===== config.mk =====
export PLATFORM = sky130hd
export DESIGN_NAME = dma_port_arbiter
export DESIGN_NICKNAME = d
export VERILOG_FILES = /design/src/rtl/dma_port_arbiter.sv
export SDC_FILE = /design/constraint.sdc
export NUM_CORES = 1
export LEC_CHECK = 0
export ABC_AREA = 0
export CAP_MARGIN = 40
export CORE_AREA = 5 5 103 105
export DETAILED_ROUTE_END_ITERATION = 6
export DIE_AREA = 0 0 108 110
export GPL_ROUTABILITY_DRIVEN = 1
export PLACE_DENSITY = 0.85
export SYNTH_ARGS = -nofsm -noshare
export SYNTH_HDL_FRONTEND = slang
export SYNTH_SLANG_ARGS = --single-unit

===== constraint.sdc =====
create_clock -name clk -period 2.35 [get_ports clk]
set_clock_uncertainty 0.1 [all_clocks]
set_input_delay 0.705 -clock clk [delete_from_list [all_inputs] [get_ports clk]]
set_output_delay 0.705 -clock clk [all_outputs]
set_load 0.02 [all_outputs]

===== src/rtl/dma_port_arbiter.sv =====
// dma_port_arbiter: shares one DMA memory port between NUM_REQ requesters that
// each use the level-held dma_req / dma_ack protocol. One grantee at a time,
// each tenure capped at MAX_BURST acked beats, round-robin priority rotation.
//
// Optional feature macro: DMA_ARB_FIXED_PRIO_EN
//   defined   -> fixed priority in IDLE (lowest set index wins), no rr pointer
//   undefined -> round-robin starting at rr_ptr (default)
//
// Ports:
//   clk, reset        clock; asynchronous active-low reset
//   req_i/we_i        per-requester dma_req / dma_we
//   addr_i/wdata_i    per-requester address / write data, 32 bits each, packed
//   ack_o             per-requester dma_ack (only the grantee can be acked)
//   rdata_o           mem_rdata broadcast to all requesters
//   mem_*             single memory-side DMA port (combinational forward path)
//   grant_valid       a tenure is active
//   grant_id          current or most recent grantee
module dma_port_arbiter #(
  parameter int unsigned NUM_REQ   = 2,
  parameter int unsigned MAX_BURST = 16,
  parameter int unsigned ID_W      = 3
) (
  input  logic                       clk,
  input  logic                       reset,
  input  logic [NUM_REQ-1:0]         req_i,
  input  logic [NUM_REQ-1:0]         we_i,
  input  logic [32*NUM_REQ-1:0]      addr_i,
  input  logic [32*NUM_REQ-1:0]      wdata_i,
  output logic [NUM_REQ-1:0]         ack_o,
  output logic [31:0]                rdata_o,
  output logic                       mem_req,
  output logic                       mem_we,
  output logic [31:0]                mem_addr,
  output logic [31:0]                mem_wdata,
  input  logic                       mem_ack,
  input  logic [31:0]                mem_rdata,
  output logic                       grant_valid,
  output logic [ID_W-1:0]            grant_id
);

  localparam int unsigned DATA_W = 32;
  localparam int unsigned CNT_W  = 8;

  localparam logic [0:0] IDLE = 1'b0;
  localparam logic [0:0] BUSY = 1'b1;

  logic [0:0]        state_q,    state_d;
  logic [ID_W-1:0]   grant_id_q, grant_id_d;
  logic [CNT_W-1:0]  beat_cnt_q, beat_cnt_d;

  logic [ID_W-1:0]   winner_c;
  logic              busy_c;
  logic              gnt_req_c;
  logic              gnt_we_c;
  logic [DATA_W-1:0] gnt_addr_c;
  logic [DATA_W-1:0] gnt_wdata_c;
  logic              beat_c;

`ifdef DMA_ARB_FIXED_PRIO_EN
  // Fixed priority: lowest set index wins.
  always_comb begin : pick_winner
    winner_c = '0;
    for (int unsigned j = NUM_REQ; j > 0; j--) begin
      if (req_i[j-1]) winner_c = ID_W'(j - 1);
    end
  end
`else
  logic [ID_W-1:0]    rr_ptr_q, rr_ptr_d;
  logic [ID_W-1:0]    rr_next_c;
  logic [NUM_REQ-1:0] req_rot_c;

  // Rotate requests so bit 0 is the rr_ptr position; the lowest set bit of the
  // rotated vector is the first requester at or after rr_ptr.
  assign req_rot_c = NUM_REQ'({req_i, req_i} >> rr_ptr_q);

  always_comb begin : pick_winner
    int unsigned rot_sum;
    rot_sum  = 0;
    winner_c = '0;
    for (int unsigned j = NUM_REQ; j > 0; j--) begin
      if (req_rot_c[j-1]) begin
        rot_sum  = 32'(rr_ptr_q) + (j - 1);
        winner_c = ID_W'((rot_sum >= NUM_REQ) ? (rot_sum - NUM_REQ) : rot_sum);
      end
    end
  end

  assign rr_next_c = (grant_id_q == ID_W'(NUM_REQ - 1)) ? '0 : grant_id_q + ID_W'(1);
`endif

  assign busy_c = (state_q == BUSY);

  // Grantee's request-side signals.
  always_comb begin : grantee_mux
    gnt_req_c   = 1'b0;
    gnt_we_c    = 1'b0;
    gnt_addr_c  = '0;
    gnt_wdata_c = '0;
    for (int unsigned k = 0; k < NUM_REQ; k++) begin
      if (grant_id_q == ID_W'(k)) begin
        gnt_req_c   = req_i[k];
        gnt_we_c    = we_i[k];
        gnt_addr_c  = addr_i[DATA_W*k +: DATA_W];
        gnt_wdata_c = wdata_i[DATA_W*k +: DATA_W];
      end
    end
  end

  // A beat only counts while the grantee still drives its request.
  assign beat_c = busy_c & gnt_req_c & mem_ack;

  // Zero-latency forward path; everything is zero outside BUSY.
  assign mem_req   = busy_c & gnt_req_c;
  assign mem_we    = busy_c & gnt_we_c;
  assign mem_addr  = busy_c ? gnt_addr_c  : '0;
  assign mem_wdata = busy_c ? gnt_wdata_c : '0;
  assign rdata_o   = mem_rdata;

  always_comb begin : ack_route
    ack_o = '0;
    for (int unsigned k = 0; k < NUM_REQ; k++) begin
      if (grant_id_q == ID_W'(k)) ack_o[k] = beat_c;
    end
  end

  assign grant_valid = busy_c;
  assign grant_id    = grant_id_q;

  // Next-state: grant in IDLE, count and release in BUSY.
  always_comb begin : next_state
    state_d    = state_q;
    grant_id_d = grant_id_q;
    beat_cnt_d = beat_cnt_q;
`ifndef DMA_ARB_FIXED_PRIO_EN
    rr_ptr_d   = rr_ptr_q;
`endif
    case (state_q)
      IDLE: begin
        if (|req_i) begin
          state_d    = BUSY;
          grant_id_d = winner_c;
          beat_cnt_d = '0;
        end
      end
      BUSY: begin
        if (beat_c) beat_cnt_d = beat_cnt_q + CNT_W'(1);
        // Release on request drop, or after acking the capping beat.
        if (!gnt_req_c || (beat_c && (beat_cnt_q == CNT_W'(MAX_BURST - 1)))) begin
          state_d = IDLE;
`ifndef DMA_ARB_FIXED_PRIO_EN
          rr_ptr_d = rr_next_c;
`endif
        end
      end
      default: state_d = IDLE;
    endcase
  end

  // State registers.
  always_ff @(posedge clk or negedge reset) begin
    if (!reset) begin
      state_q    <= IDLE;
      grant_id_q <= '0;
      beat_cnt_q <= '0;
`ifndef DMA_ARB_FIXED_PRIO_EN
      rr_ptr_q   <= '0;
`endif
    end else begin
      state_q    <= state_d;
      grant_id_q <= grant_id_d;
      beat_cnt_q <= beat_cnt_d;
`ifndef DMA_ARB_FIXED_PRIO_EN
      rr_ptr_q   <= rr_ptr_d;
`endif
    end
  end

endmodule


==> flow_summary.yaml, run 1 <==
run_status:
  status: "complete, but fails checks"
  violations: "setup timing"
worst_setup_path:
  crit_start: "grant_id[1]"
  startpoint_type: "register"
  required_ns: 1.54
  path_max_fanout: 7
  crit_type: "reg -> out"
  cp.arrival_ns: 1.73
  r2r_start: "grant_id[0]"
  end_kind: "primary output"
drt:
  wl_per_cell_um: 20.1
  ant_nets: 0
  num_vias: 3015
  drt_iter0_markers: 154
  drt_first_pass_iters: 4
  routed_wl_um: 12400
  viasPerCell: 4.90
  drc: 0
synth:
  syn-num-nets: 455
  yosysUniqueCellTypes: 44
  yosys_warnings: 0
  syn_area_per_cell_um2: 7.84
  ys_seq_area_share_pct: 17.0
  synth-seq-cells: 15
  async_reset_ff_share_pct: 100
  netlist_area_mm2: 0.00221
  synthCells: 282
  synth_edf_count: 0
  synth_ff_type: "dfrtp_1"
grt:
  grt_pass1_wl_um: 16500
  grt_overflow: 0
  antenna_found_initial: 0
  grt_usage_pct: 17.7
  grt_pass1_vias: 2985
  grt_max_degree: 40
clocking:
  numCtsBuffers: 3
  cts_tree: "done"
  cts-htree-levels: 1
  clk_latency_ns: 0.26
  cts_root_buf: "clkbuf_8"
  ctsHoldBuffers: 0
  clkTransAtPathRegs_ns: 0.07
  cts.sinks: 15
  cts_buffer_depth: 2
timing:
  hold_viol_final: 0
  setup_slack_ns: -0.182
  whs_ns: 0.434
  rsz0062_at_grt: "yes"
  fin_crit_ns: 2.53
  period_share_pct: 108
  setup_violations: 67
  slew_headroom_pct: 71.9
  fmax_mhz: 395
  slew_violations: 0
  tightest_slew_ns: 0.410
final_layout:
  layout-drive-gt1-share_pct: 50.6
  fin_util_pct: 55.3
  postLayoutCellArea_mm2: 0.00528
  layoutNonFillerInstCount: 615
  syn2layout_area_growth_pct: 139
  nets: 656
  n_antenna_cell: 0
  final_cell_mix: "135 x clkdlybuf4s50_1, 59 x nor2b_2, 55 x buf_6"
  layout_commonest_cell: "clkdlybuf4s50_1"
power_and_ir_drop:
  peakVddDrop_uv: 496
  leakage_nw: 2.09
  finalPower_mw: 6.41
  p_per_area_mw_per_mm2: 1210
floorplan:
  die_x_um: 108
  io_pins: 271
  chipHeight_um: 110
  core_mm2: 0.00955
  die_area_mm2: 0.0119
  start_util_pct: 23.2
  rows: 36
placement:
  dp_cells: 589
  hpwlAfterDp_um: 8820
  place.gp.congestion: 0.770
  placed_area_mm2: 0.00449
  port_buffers: 206
min_path:
  hold_start: "beat_cnt_q[0]"
  worstHoldPathType: "reg -> reg"
flow_run:
  cap_violations: 0
worst paths after layout:
check / cells after the start / slack [ns] / to
worst max register to register: 6 / 0.39 / beat_cnt_q[7]
worst max-delay path: 8 / -0.18 / mem_wdata[20]
worst min register to register: 1 / 0.43 / beat_cnt_q[0]
min in group asynchronous: 1 / 0.65 / beat_cnt_q[5]
max in group asynchronous: 2 / 1.03 / grant_id[1]
worst min-delay path: 1 / 0.43 / beat_cnt_q[0]
power by group:
part	internal (mW)	switching (mW)	total, mW	leakage, nW
Clock	0.120	0.100	0.220	0.0228
Combinational	3.12	2.65	5.76	1.88
Sequential	0.326	0.101	0.426	0.194
state kept, by name, indices dropped and copies added (netlist names):
name / cells
grant_id: 3
rr_ptr_q: 3
grant_valid: 1
beat_cnt_q: 8
through the flow:
step	setup TNS (ns)	setup WS (ns)
finish	-8.41	-0.182
CTS	-8.48	-0.175
global route	-13.26	-0.254
global placement	-30.67	-0.689
floorplan	0	0.0104
detailed placement	-31.92	-0.706
worst max-delay path, stage by stage, from the launching register on:
cell	delay, ns
dfrtp_2	0.44
buf_6	0.13
nor3_4	0.14
buf_12	0.18
buf_12	0.12
clkbuf_16	0.14
a22oi_1	0.07
nor2b_2	0.11
buf_4	0.14
cell usage after synthesis (4+ instances only):
library cell / number / area (um^2)
a22oi_1: 65 / 488
nor2b_1: 65 / 407
buf_4: 32 / 240
dfrtp_1: 15 / 375
clkbuf_1: 11 / 41.3
buf_2: 10 / 50.1
nand2_1: 8 / 30.0
ha_1: 6 / 75.1
nand3_1: 6 / 30.0
nor2_1: 6 / 22.5
inv_1: 5 / 18.8
a21oi_1: 4 / 20.0
timing repair:
| item | CTS | global route |
|---|---|---|
| cloned | 7 | 4 |
| pin swaps | 3 | 6 |
| setup buffers | 9 | 2 |
| resized for setup | 404 | 61 |
| setup endpoints to repair | 68 | 68 |
routing by layer:
layer	wire length, um	track usage, %	up-vias
met5	0	0	-
met4	331	4.78	0
met3	947	2.68	25
met2	6380	32.5	178
met1	4710	21.6	1413
li1	-	-	1399
layout make-up:
cell class                      count  area, um^2
Fill cell                         828        4270
Timing Repair Buffer              252        2800
Multi-Input combinational cell    206        1870
Sequential cell                    15         379
Tap cell                          133         166
Clock buffer                        4        45.0
Inverter                            5        18.8
kinds of logic (layout without fill, tap and decap cells):
family                     count (synthesis)  after routing  synth area share (%)
xor gates and xnor gates                   5              5                  1.98
buffers and inverters                     61            261                  17.5
DFF                                       15             15                  17.0
AOI/OAI and AO/OA                         85             85                  28.4
and+or+nand+nor                          105            105                  29.2
adders and majority gates                  6              6                  3.40
muxes                                      5              5                  2.55
No activity file was read; power rests on OpenSTA's default activity.
==> inputs of run 2 (changes only) <==
--- a/config.mk
+++ b/config.mk
@@ -5,7 +5,6 @@
 export SDC_FILE = /design/constraint.sdc
 export NUM_CORES = 1
 export LEC_CHECK = 0
-export ABC_AREA = 0
 export CAP_MARGIN = 40
 export CORE_AREA = 5 5 103 105
 export DETAILED_ROUTE_END_ITERATION = 6
==> constraint.sdc (replaced) <==
create_clock -name clk -period 2.35 [get_ports clk]
set_clock_uncertainty 0.1 [all_clocks]
set_input_delay 0.705 -clock clk [delete_from_list [all_inputs] [get_ports clk]]
set_output_delay 0.705 -clock clk [all_outputs]
set_load 0.1 [all_outputs]
==> run 2 against run 1 <==
Compared with the run above:
- largest cell class unchanged
- first-iteration DRC count is 0.65% lower
- via count fell by 3.6%
- combinational power up 66%
- total power grew 59%
- design area is 11% higher
- clock power fell by 5%
- wire length is 11% lower
- the flow still finishes with violations (setup timing)
- utilization grew 5.9 points
- clock-buffer cell count shrank 1
==> flow_summary.yaml, run 2 (synthesis gave the netlist of run 1 again) <==
run_status:
  status: "complete, but fails checks"
  violations: "setup timing"
drt:
  drc: 0
  wl_per_cell_um: 18.3
  ant_nets: 0
  drt_iter0_markers: 153
  viasPerCell: 4.85
  num_vias: 2906
  routed_wl_um: 11000
  drt_first_pass_iters: 4
floorplan:
  die_x_um: 108
  chipHeight_um: 110
  io_pins: 271
  core_mm2: 0.00955
  die_area_mm2: 0.0119
  start_util_pct: 23.2
  rows: 36
grt:
  grt_pass1_vias: 3049
  grt_pass1_wl_um: 15800
  grt_overflow: 0
  antenna_found_initial: 0
  grt_max_degree: 43
  grt_usage_pct: 16.8
timing:
  setup_violations: 68
  whs_ns: 0.439
  hold_viol_final: 0
  slew_violations: 0
  slew_headroom_pct: 70.4
  rsz0062_at_grt: "yes"
  fmax_mhz: 388
  setup_slack_ns: -0.229
  fin_crit_ns: 2.58
  period_share_pct: 110
  tightest_slew_ns: 0.445
min_path:
  hold_path_end: "beat_cnt_q[0]"
  holdPathStages: 1
  worstHoldPathType: "reg -> reg"
  hold_start: "beat_cnt_q[0]"
worst_setup_path:
  path_max_fanout: 16
  critPathMaxStageDelay_ns: 0.50
  r2r_cells: 8
  r2r_start: "grant_id[0]"
  cp.arrival_ns: 1.77
  crit_buf_inv: 3
  cpMostUsedCell: "buf_12"
  crit_type: "reg -> out"
  end_kind: "primary output"
  cp_slowest_cell: "dfrtp_4"
  path_cells: "nor3_4, buf_6, buf_12, a22oi_1, nor2b_4, buf_12"
  rrSetupSlack_ns: 0.14
  startpoint_type: "register"
  required_ns: 1.54
  rr_endpoint: "beat_cnt_q[6]"
  cp_top_family: "buffers and inverters"
final_layout:
  layout_commonest_cell: "clkdlybuf4s50_1"
  largest_reg_flops: 8
  final_cell_mix: "131 x clkdlybuf4s50_1, 76 x buf_12, 65 x nor2b_4"
  layout-drive-gt1-share_pct: 46.6
  top_register: "beat_cnt_q"
  layoutNonFillerInstCount: 599
  nets: 640
  postLayoutCellArea_mm2: 0.00584
  n_antenna_cell: 0
  syn2layout_area_growth_pct: 164
placement:
  place.gp.congestion: 0.791
  hpwlAfterDp_um: 8780
  dp_cells: 585
  port_buffers: 206
  placed_area_mm2: 0.00551
clocking:
  cts_tree: "done"
  clkTransAtPathRegs_ns: 0.06
  ctsHoldBuffers: 0
  cts_root_buf: "clkbuf_8"
  cts-htree-levels: 1
  numCtsBuffers: 3
  cts_buffer_depth: 2
  cts.sinks: 15
  clk_latency_ns: 0.24
power_and_ir_drop:
  p_per_area_mw_per_mm2: 1740
  peakVddDrop_uv: 1040
  leakage_nw: 2.34
flow_run:
  cap_violations: 0
-- run 2: cell types whose count changed in the layout (fill, tap and decap cells not counted), sizes merged --
cell / previous run / this run
clkbuf: 9 / 3
inv: 5 / 4
clkinv: 0 / 1
clkdlybuf4s50: 135 / 131
buf: 110 / 102
dlygate4sd2: 2 / 1
clkdlybuf4s15: 0 / 2
clkinvlp: 0 / 1
-- run 2: metrics by stage --
| stage | utilization, % | power (mW) | setup TNS [ns] | setup slack, ns |
|---|---|---|---|---|
| 3_5_place_dp | 57.7 | 9.54 | -7.90 | -0.341 |
| 5_1_grt | 61.2 | 10.5 | -17.64 | -0.303 |
| 2_1_floorplan | - | 6.91 | -18.81 | -0.318 |
| 6_report | 61.2 | 10.2 | -13.09 | -0.229 |
| 4_1_cts | 60.9 | 10.2 | -13.74 | -0.240 |
| 3_3_place_gp | 57.7 | 9.41 | -6.24 | -0.327 |
-- run 2: how the worst max path moves through the flow --
stage	from	end	cells past startpoint
2_1_floorplan	grant_id[2]	mem_addr[23]	6
4_1_cts	grant_id[2]	mem_wdata[9]	6
3_3_place_gp	mem_ack	ack_o[1]	4
3_5_place_dp	mem_ack	ack_o[1]	4
5_1_grt	grant_id[0]	mem_wdata[9]	6
6_report	grant_id[0]	mem_wdata[0]	6
-- run 2: final cells by class --
class / instances / area (um^2)
fillers: 730 / 3710
repair buffers: 236 / 3110
multi-input cells: 206 / 2110
flip-flops and latches: 15 / 390
well taps: 133 / 166
clock buffers: 3 / 41.3
inverters: 5 / 22.5
clock inverters: 1 / 5.00
-- run 2: where the power goes --
group	internal [mW]	switching, mW	total, mW
logic	3.80	5.75	9.55
registers	0.341	0.0957	0.436
clock network	0.117	0.0904	0.208
total	4.26	5.93	10.2
-- run 2: metal layers --
layer	GRT usage, %	vias to the layer above	wire length (um)	share of wire (%)
met4	2.80	0	89	0.81
li1	-	1368	-	-
met5	0	-	0	0
met2	33.1	164	6010	55
met1	18.0	1362	3820	35
met3	4.54	12	1070	9.7
-- run 2: timing repair --
item / 4_1_cts / 5_1_grt
endpoints found under the setup margin: 68 / 68
hold endpoints to repair: 0 / 0
pin swaps: 3 / 1
cloned: 2 / 0
buffers inserted: 7 / 1
resized for setup: 37 / 4
==> inputs of run 3 (changes only) <==
--- a/config.mk
+++ b/config.mk
@@ -11,6 +11,7 @@
 export DIE_AREA = 0 0 108 110
 export GPL_ROUTABILITY_DRIVEN = 1
 export PLACE_DENSITY = 0.85
+export RECOVER_POWER = 25
 export SYNTH_ARGS = -nofsm -noshare
 export SYNTH_HDL_FRONTEND = slang
 export SYNTH_SLANG_ARGS = --single-unit
==> run 3 against run 2 <==
Compared with the run above:
- the flow still finishes with violations (setup timing)
- register-to-register slack hardly changed
- first-iteration DRC count rose by 12%
- worst hold slack about the same
- sequential cell count did not move
- sequential share of layout area hardly changed
- critical path depth stayed put
- sequential power barely moved
- clock power is essentially flat
- global-route usage stayed put
- die area unchanged
- total power is essentially flat
- clock-buffer cell count unchanged
==> flow_summary.yaml, run 3 (synthesis gave the netlist of run 1 again) <==
final_layout:
  seq_area_um2: 390
  syn2layout_area_growth_pct: 164
  layout-drive-gt1-share_pct: 46.4
  layout_commonest_cell: "clkdlybuf4s50_1"
  n_antenna_cell: 0
  fin_util_pct: 61.1
  multi_input_area_mm2: 0.00211
  largest_reg_flops: 8
  fillerInstances: 732
  top_register: "beat_cnt_q"
  nets: 640
  final_cell_mix: "130 x clkdlybuf4s50_1, 76 x buf_12, 65 x nor2b_4"
worst_setup_path:
  critical_path.endpoint: "mem_wdata[0]"
  end_kind: "primary output"
  rr_endpoint: "beat_cnt_q[6]"
  r2r_cells: 8
  r2r_start: "grant_id[0]"
  path_max_fanout: 16
  rrSetupSlack_ns: 0.14
  crit_type: "reg -> out"
  startpoint_type: "register"
  cp.arrival_ns: 1.77
  crit_start: "grant_id[0]"
  required_ns: 1.54
clocking:
  cts_root_buf: "clkbuf_8"
  clkTransAtPathRegs_ns: 0.06
  cts_buffer_depth: 2
  ctsHoldBuffers: 0
  cts_tree: "done"
  cts.sinks: 15
  cts-htree-levels: 1
  numCtsBuffers: 3
  clk_latency_ns: 0.24
floorplan:
  core_mm2: 0.00955
  chipHeight_um: 110
  io_pins: 271
  rows: 36
  start_util_pct: 23.2
  die_x_um: 108
  die_area_mm2: 0.0119
grt:
  grt_overflow: 0
  grt_max_degree: 43
  grt_pass1_vias: 3049
  antenna_found_initial: 0
  grt_pass1_wl_um: 15800
  grt_usage_pct: 16.8
flow_run:
  cap_violations: 0
timing:
  slew_headroom_pct: 44.6
  whs_ns: 0.439
  setup_slack_ns: -0.228
  period_share_pct: 110
  slew_violations: 0
  finalSetupTns_ns: -13.03
  fmax_mhz: 388
  hold_viol_final: 0
  fin_crit_ns: 2.58
  setup_violations: 68
  rsz0062_at_grt: "yes"
  tightest_slew_ns: 0.831
drt:
  viasPerCell: 4.84
  ant_nets: 0
  wl_per_cell_um: 18.3
  routed_wl_um: 11000
  drt_iter0_markers: 171
  num_vias: 2898
  drc: 0
  drt_first_pass_iters: 4
power_and_ir_drop:
  peakVddDrop_uv: 1040
  p_per_area_mw_per_mm2: 1750
  leakage_nw: 2.34
placement:
  port_buffers: 206
  hpwlAfterDp_um: 8780
  place.gp.congestion: 0.791
run_status:
  status: "complete, but fails checks"
  violations: "setup timing"
min_path:
  worstHoldPathType: "reg -> reg"
==> run 3: changes by cell type in the layout (fill, tap and decap cells not counted) <==
cell and change:
clkdlybuf4s50_1 -1, buf_4 -1, dlygate4sd3_1 +1, clkbuf_1 +1
==> run 3: routing by layer <==
layer  track usage (%)  share of wire, %  up-vias
met5                 0                 0        -
met4              2.80              0.81        0
met3              4.54               9.7       12
met2              33.1                55      164
met1              18.0                35     1356
li1                  -                 -     1366
==> run 3: cell type report <==
cell class	instances	area share (%)
clock buffers	3	0.707
clock inverters	1	0.0857
inverters	5	0.386
multi-input cells	206	36.1
flip-flops and latches	15	6.69
well taps	133	2.85
repair buffers	236	53.2
==> run 3: power breakdown <==
part	internal, mW	switching, mW
clock network	0.117	0.0904
logic	3.80	5.74
registers	0.341	0.0957
==> run 3: through the flow <==
step | instances | setup slack (ns) | power (mW) | area [um^2]
detailed placement | 585 | -0.341 | 9.54 | 5510
global route | 599 | -0.303 | 10.5 | 5840
CTS | 598 | -0.240 | 10.2 | 5820
global placement | 585 | -0.327 | 9.41 | 5510
floorplan | 282 | -0.318 | 6.91 | 2810
finish | 599 | -0.228 | 10.2 | 5840
==> run 3: how the worst min path moves through the flow <==
stage,start,to,cells past startpoint
2_1_floorplan,reset,beat_cnt_q[0],0
3_3_place_gp,beat_cnt_q[0],beat_cnt_q[0],1
3_5_place_dp,beat_cnt_q[0],beat_cnt_q[0],1
4_1_cts,beat_cnt_q[0],beat_cnt_q[0],1
5_1_grt,beat_cnt_q[0],beat_cnt_q[0],1
6_report,beat_cnt_q[0],beat_cnt_q[0],1
==> run 3: timing repair <==
item,4_1_cts,5_1_grt
gates cloned,2,0
resized for setup,37,4
setup buffers,7,1
setup endpoints to repair,68,68
pin swaps,3,1
==> run 3: worst max-delay path, cell delays in order, from the launching register on <==
cell and delay, ns:
dfrtp_4 0.50, nor3_4 0.23, buf_6 0.17, buf_12 0.16, a22oi_1 0.12, nor2b_4 0.15, buf_12 0.18
